### config.mk
export PLATFORM = sky130hd
export DESIGN_NAME = xvec2_vscale_vecfile_nl
export DESIGN_NICKNAME = d
export VERILOG_FILES = /design/src/rtl/xvec2_vscale_vecfile_nl.sv
export SDC_FILE = /design/constraint.sdc
export NUM_CORES = 2
export LEC_CHECK = 0
export ABC_CLOCK_PERIOD_IN_PS = 3900
export CAP_MARGIN = 40
export CORE_MARGIN = 2
export CORE_UTILIZATION = 52
export CTS_CLUSTER_DIAMETER = 100
export DETAILED_ROUTE_END_ITERATION = 6
export PLACE_DENSITY = 0.76
export SETUP_SLACK_MARGIN = 0.05
export SLEW_MARGIN = 10
export SYNTH_ARGS = -nofsm -noshare
export SYNTH_HDL_FRONTEND = slang
export SYNTH_SLANG_ARGS = --single-unit
### constraint.sdc
create_clock -name clk -period 3.9 [get_ports clk]
set_clock_uncertainty 0.05 [all_clocks]
set_input_delay 0.585 -clock clk [delete_from_list [all_inputs] [get_ports clk]]
set_output_delay 0.585 -clock clk [all_outputs]
set_load 0.02 [all_outputs]
### src/rtl/xvec2_vscale_vecfile_nl.sv
// Vector register file: LANES elements per register, two combinational read
// ports, one masked write port with same-cycle bypass, and a hardware clear
// sequence that zeroes registers 1..NREGS-1. The clear sequence also runs after reset.
module xvec2_vscale_vecfile_nl #(
    parameter int XPR_LEN = 32,
    parameter int LANES   = 4,
    parameter int NREGS   = 8,
    localparam int AW     = $clog2(NREGS)
) (
    input  logic                     clk,
    input  logic                     reset,
    input  logic [AW-1:0]            ra1,
    output logic [LANES*XPR_LEN-1:0] rd1,
    input  logic [AW-1:0]            ra2,
    output logic [LANES*XPR_LEN-1:0] rd2,
    input  logic                     wen,
    input  logic [AW-1:0]            wa,
    input  logic [LANES-1:0]         wmask,
    input  logic [LANES*XPR_LEN-1:0] wd,
    input  logic                     clr_req,
    output logic                     busy,
    output logic                     clr_done,
    output logic                     wr_drop
);

    typedef enum logic {
        IDLE  = 1'b0,
        CLEAR = 1'b1
    } state_t;

    localparam logic [AW-1:0] LAST_IDX = AW'(NREGS - 1);

    state_t              state;
    logic [AW-1:0]       cnt;
    logic [XPR_LEN-1:0]  mem [NREGS][LANES];
    logic                write_ok;

    // A write is only honoured while idle; register 0 is hardwired to zero.
    assign write_ok = (state == IDLE) && wen && (wa != '0);

    // Status flags come straight from the registered state; reset masks the
    // two pulse-style flags so they stay low while reset is held.
    assign busy     = (state == CLEAR);
    assign clr_done = busy && (cnt == LAST_IDX) && !reset;
    assign wr_drop  = busy && wen && (wa != '0) && !reset;

    // Clear sequencer: reset (or a request while idle) walks cnt from 1 to NREGS-1.
    always_ff @(posedge clk or posedge reset) begin
        if (reset) begin
            state <= CLEAR;
            cnt   <= AW'(1);
        end else begin
            case (state)
                IDLE: begin
                    if (clr_req) begin
                        state <= CLEAR;
                        cnt   <= AW'(1);
                    end
                end
                CLEAR: begin
                    if (cnt == LAST_IDX) begin
                        state <= IDLE;
                        cnt   <= '0;
                    end else begin
                        cnt <= cnt + AW'(1);
                    end
                end
                default: begin
                    state <= CLEAR;
                    cnt   <= AW'(1);
                end
            endcase
        end
    end

    // Storage update: clearing takes precedence; otherwise masked lane writes.
    // Once reset is seen the state is already CLEAR, so no pending write lands.
    always_ff @(posedge clk) begin
        if (state == CLEAR) begin
            for (int l = 0; l < LANES; l++) begin
                mem[cnt][l] <= '0;
            end
        end else if (write_ok) begin
            for (int l = 0; l < LANES; l++) begin
                if (wmask[l]) begin
                    mem[wa][l] <= wd[l*XPR_LEN +: XPR_LEN];
                end
            end
        end
    end

    // Combinational read with per-lane forwarding of an in-flight idle write.
    always_comb begin
        rd1 = '0;
        rd2 = '0;
        for (int l = 0; l < LANES; l++) begin
            if (ra1 != '0) begin
                if (write_ok && (ra1 == wa) && wmask[l]) begin
                    rd1[l*XPR_LEN +: XPR_LEN] = wd[l*XPR_LEN +: XPR_LEN];
                end else begin
                    rd1[l*XPR_LEN +: XPR_LEN] = mem[ra1][l];
                end
            end
            if (ra2 != '0) begin
                if (write_ok && (ra2 == wa) && wmask[l]) begin
                    rd2[l*XPR_LEN +: XPR_LEN] = wd[l*XPR_LEN +: XPR_LEN];
                end else begin
                    rd2[l*XPR_LEN +: XPR_LEN] = mem[ra2][l];
                end
            end
        end
    end

endmodule

==> impl_metrics.csv <==
group,metric,value,unit
placed_design,gp_congestion,0.890,
critical_path,r2r_start,"busy",
synth,synth.distinct_cells,52,
layout,fin_area,53100,um^2
critical_path,critPathLaunchType,"register",
detailed_routing,ant_nets,0,
timing,worstMarginPinSlew,0.861,ns
synth,ys.flop_type,"edfxtp_1",
timing,fmax,261,MHz
floorplanning,dieArea,86200,um^2
timing,setup_slack,0.0679,ns
detailed_routing,drt_iter0_drc,4692,
job,max_cap_viol_count,0,
critical_path,crit_slowest_cell,"clkdlybuf4s50_1",
critical_path,cp.buffers_inverters,3,
layout,final_nets,4182,
synth,synth_cells,3689,
critical_path,arrival,3.20,ns
detailed_routing,viasPerCell,6.74,
global_routing,grt_pass1_vias,34459,
clock_network,clkTransAtPathRegs,0.06,ns
clock_network,holdBufCountCts,0,
hold_path,hold_path_class,"in2async",
timing,hold_viol_final,0,
critical_path,critical_path.cell_chain,"nand2b_1, nor2_2, buf_4, and3_2, buf_12, o21ai_0, clkdlybuf4s50_1",
floorplanning,chipWidth,294,um
detailed_routing,first_pass_iters,6,
clock_network,htree_levels,3,
clock_network,numCtsBuffers,93,
timing,rsz0062_at_grt,"no",
critical_path,cpLargestDelayFamily,"buffers and inverters",
critical_path,startpoint,"busy",
floorplanning,start_util,52.3,%
global_routing,grtUsageTotal,32.4,%
timing,min_period_over_period,98.3,%
global_routing,grt_overflow,0,
critical_path,cp-end-kind,"output pin",
critical_path,regToRegSetupSlack,1.14,ns
clock_network,clock_latency,0.63,ns
layout,area_delta_synth_final,21.9,%
synth,ys_warn_count,0,
critical_path,cp_max_fo,19,
power,vdd_drop_max,0.000471,V
layout,drive_above_1_share,9.84,%
critical_path,critPathMaxStageDelay,0.71,ns
global_routing,grt_start_max_net_pins,119,
floorplanning,core_area,83300,um^2
clock_network,clock-sinks,900,
clock_network,cts_tree,"built",
placed_design,dp_hpwl,81.0,mm
placed_design,place_ws,-0.197,ns
synth,async_flop_share,0.444,%
power,powerDensity,622,nW/um^2
synth,syn_nets,3836,
power,p_leak,0.0185,uW
clock_network,cts_buffer_depth,3,
synth,synth_edf_count,896,
synth,synth_seq_cells,900,
timing,slew_headroom,42.6,%
timing,setup_violations,0,
timing,tns,0,ns
placed_design,placed_area,50200,um^2
synth,syn_area_per_cell,11.8,um^2
clock_network,cts_setup_buffers,0,
detailed_routing,wirelength,143,mm
synth,ys_seq_area_share,61.9,%
floorplanning,rows,106,
critical_path,crit_required,3.26,ns
synth,synth_area,43600,um^2
detailed_routing,wl_per_cell,27.6,um
floorplanning,ioPinCount,404,
timing,drv_slew,0,
clock_network,cts_root_buf,"clkbuf_16",
global_routing,antenna_found_initial,10,
detailed_routing,vias,35001,
placed_design,io_buffers,403,
timing,min_period,3.83,ns
status,outcome,"finished, final reports clean",
floorplanning,die_h,294,um
global_routing,grt_first_pass_wirelength,211,mm
detailed_routing,drcViolationCount,0,
critical_path,path_class,"reg2out",
flip-flops by register name, summed over array words and instances (netlist names):
register,flops
cnt,3
busy,1
mem,896
cells in the mapped netlist, drive strengths merged, types with 2 or more instances:
master  count  share of area [%]
a211oi     29               0.50
a21oi     265                3.0
a221oi      3              0.060
a31oi       3              0.043
a32o       94                2.2
and2      129                1.9
and3       11               0.16
buf        98                1.2
clkbuf    244                2.1
dfrtp       2               0.11
dfstp       2               0.12
edfxtp    896                 62
ha          2              0.057
inv         5              0.043
mux2        2              0.052
mux2i     224                5.1
mux4        3               0.15
nand2     266                2.3
nand2b      5              0.072
nand3b      2              0.034
nor2      391                3.4
nor2b      33               0.47
nor3      158                1.9
nor4        5              0.086
o211ai     97                1.7
o21ai     133                1.5
o221ai     29               0.58
o22a      125                2.5
o22ai     281                4.0
o31ai     125                2.5
o32ai       2              0.040
or2         8               0.11
or3         2              0.029
or4         2              0.034
xor2        6               0.14
per-stage QoR:
step	instances	util, %	hold WS (ns)	total power, uW
2_1_floorplan	3689	-	0.311	20100
3_3_place_gp	5018	60.2	0.543	24400
3_5_place_dp	5020	60.2	0.565	24600
4_1_cts	5185	63.7	0.141	33000
5_1_grt	5187	63.8	0.175	34200
6_report	5190	63.8	0.165	33100
placed cells by master, fill, tap and decap left out, types with 23 or more instances in the layout:
master	synthesis	final
a32o_1	94	94
nor3_2	1	23
nand2_1	266	265
buf_12	1	76
o221ai_1	29	29
and2_1	129	129
clkbuf_16	0	93
buf_4	1	118
edfxtp_1	896	896
o31ai_1	115	112
o22ai_1	281	281
a211oi_1	29	29
nor2b_1	33	33
clkdlybuf4s50_1	0	283
o21ai_0	133	132
dlygate4sd2_1	0	74
nor3_1	155	127
mux2i_1	224	223
dlymetal6s2s_1	0	36
nor2_1	391	387
o211ai_1	97	97
a21oi_1	265	265
o22a_1	125	125
power breakdown:
group / leakage [uW] / switching [uW] / internal, uW
logic: 0.00853 / 5950 / 3370
clock network: 0.00143 / 3690 / 4910
registers: 0.00849 / 1140 / 14000
cells by family (layout without fill, tap and decap cells):
family | after synthesis | after routing | share of synthesized area (%)
AOI/OAI and AO/OA | 1189 | 1189 | 18.7
xor gates and xnor gates | 6 | 6 | 0.138
adders and majority gates | 2 | 2 | 0.0574
buffers and inverters | 347 | 763 | 3.35
DFF | 900 | 900 | 61.9
muxes | 229 | 229 | 5.35
other | 0 | 5 | 0
and+or+nand+nor | 1016 | 1016 | 10.5
path summary, 6_finish.rpt:
check,end,cells past startpoint
worst max-delay path,rd2[74],7
worst min-delay path,cnt[2],2
worst max register to register,mem[7][91],7
worst min register to register,cnt[1],2
max in group asynchronous,cnt[0],2
min in group clk,busy,3
cell type report:
class                      instances  area, um^2
clock inverter                    55         523
clock buffer                     110        2390
sequential                       900       27000
multi-input combinational       2442       15400
inverter                           5        18.8
antenna                            5        12.5
tap                             1080        1350
fill                            6179       30200
timing repair buffer             593        6430
per-layer routing:
metal	share of wire, %	wire, um	up-vias	global-route usage (%)
met5	0.043	62	-	0
met4	3.9	5650	10	14.1
met3	12	17700	430	6.07
met2	46	66700	2660	51.1
met1	37	53300	16847	44.1
li1	-	-	15054	-
what timing repair did:
action	4_1_cts	5_1_grt
resized for setup	80	38
setup endpoints to repair	229	74
pin swaps	0	0
Note: power is estimated with default switching activity, not from simulation.
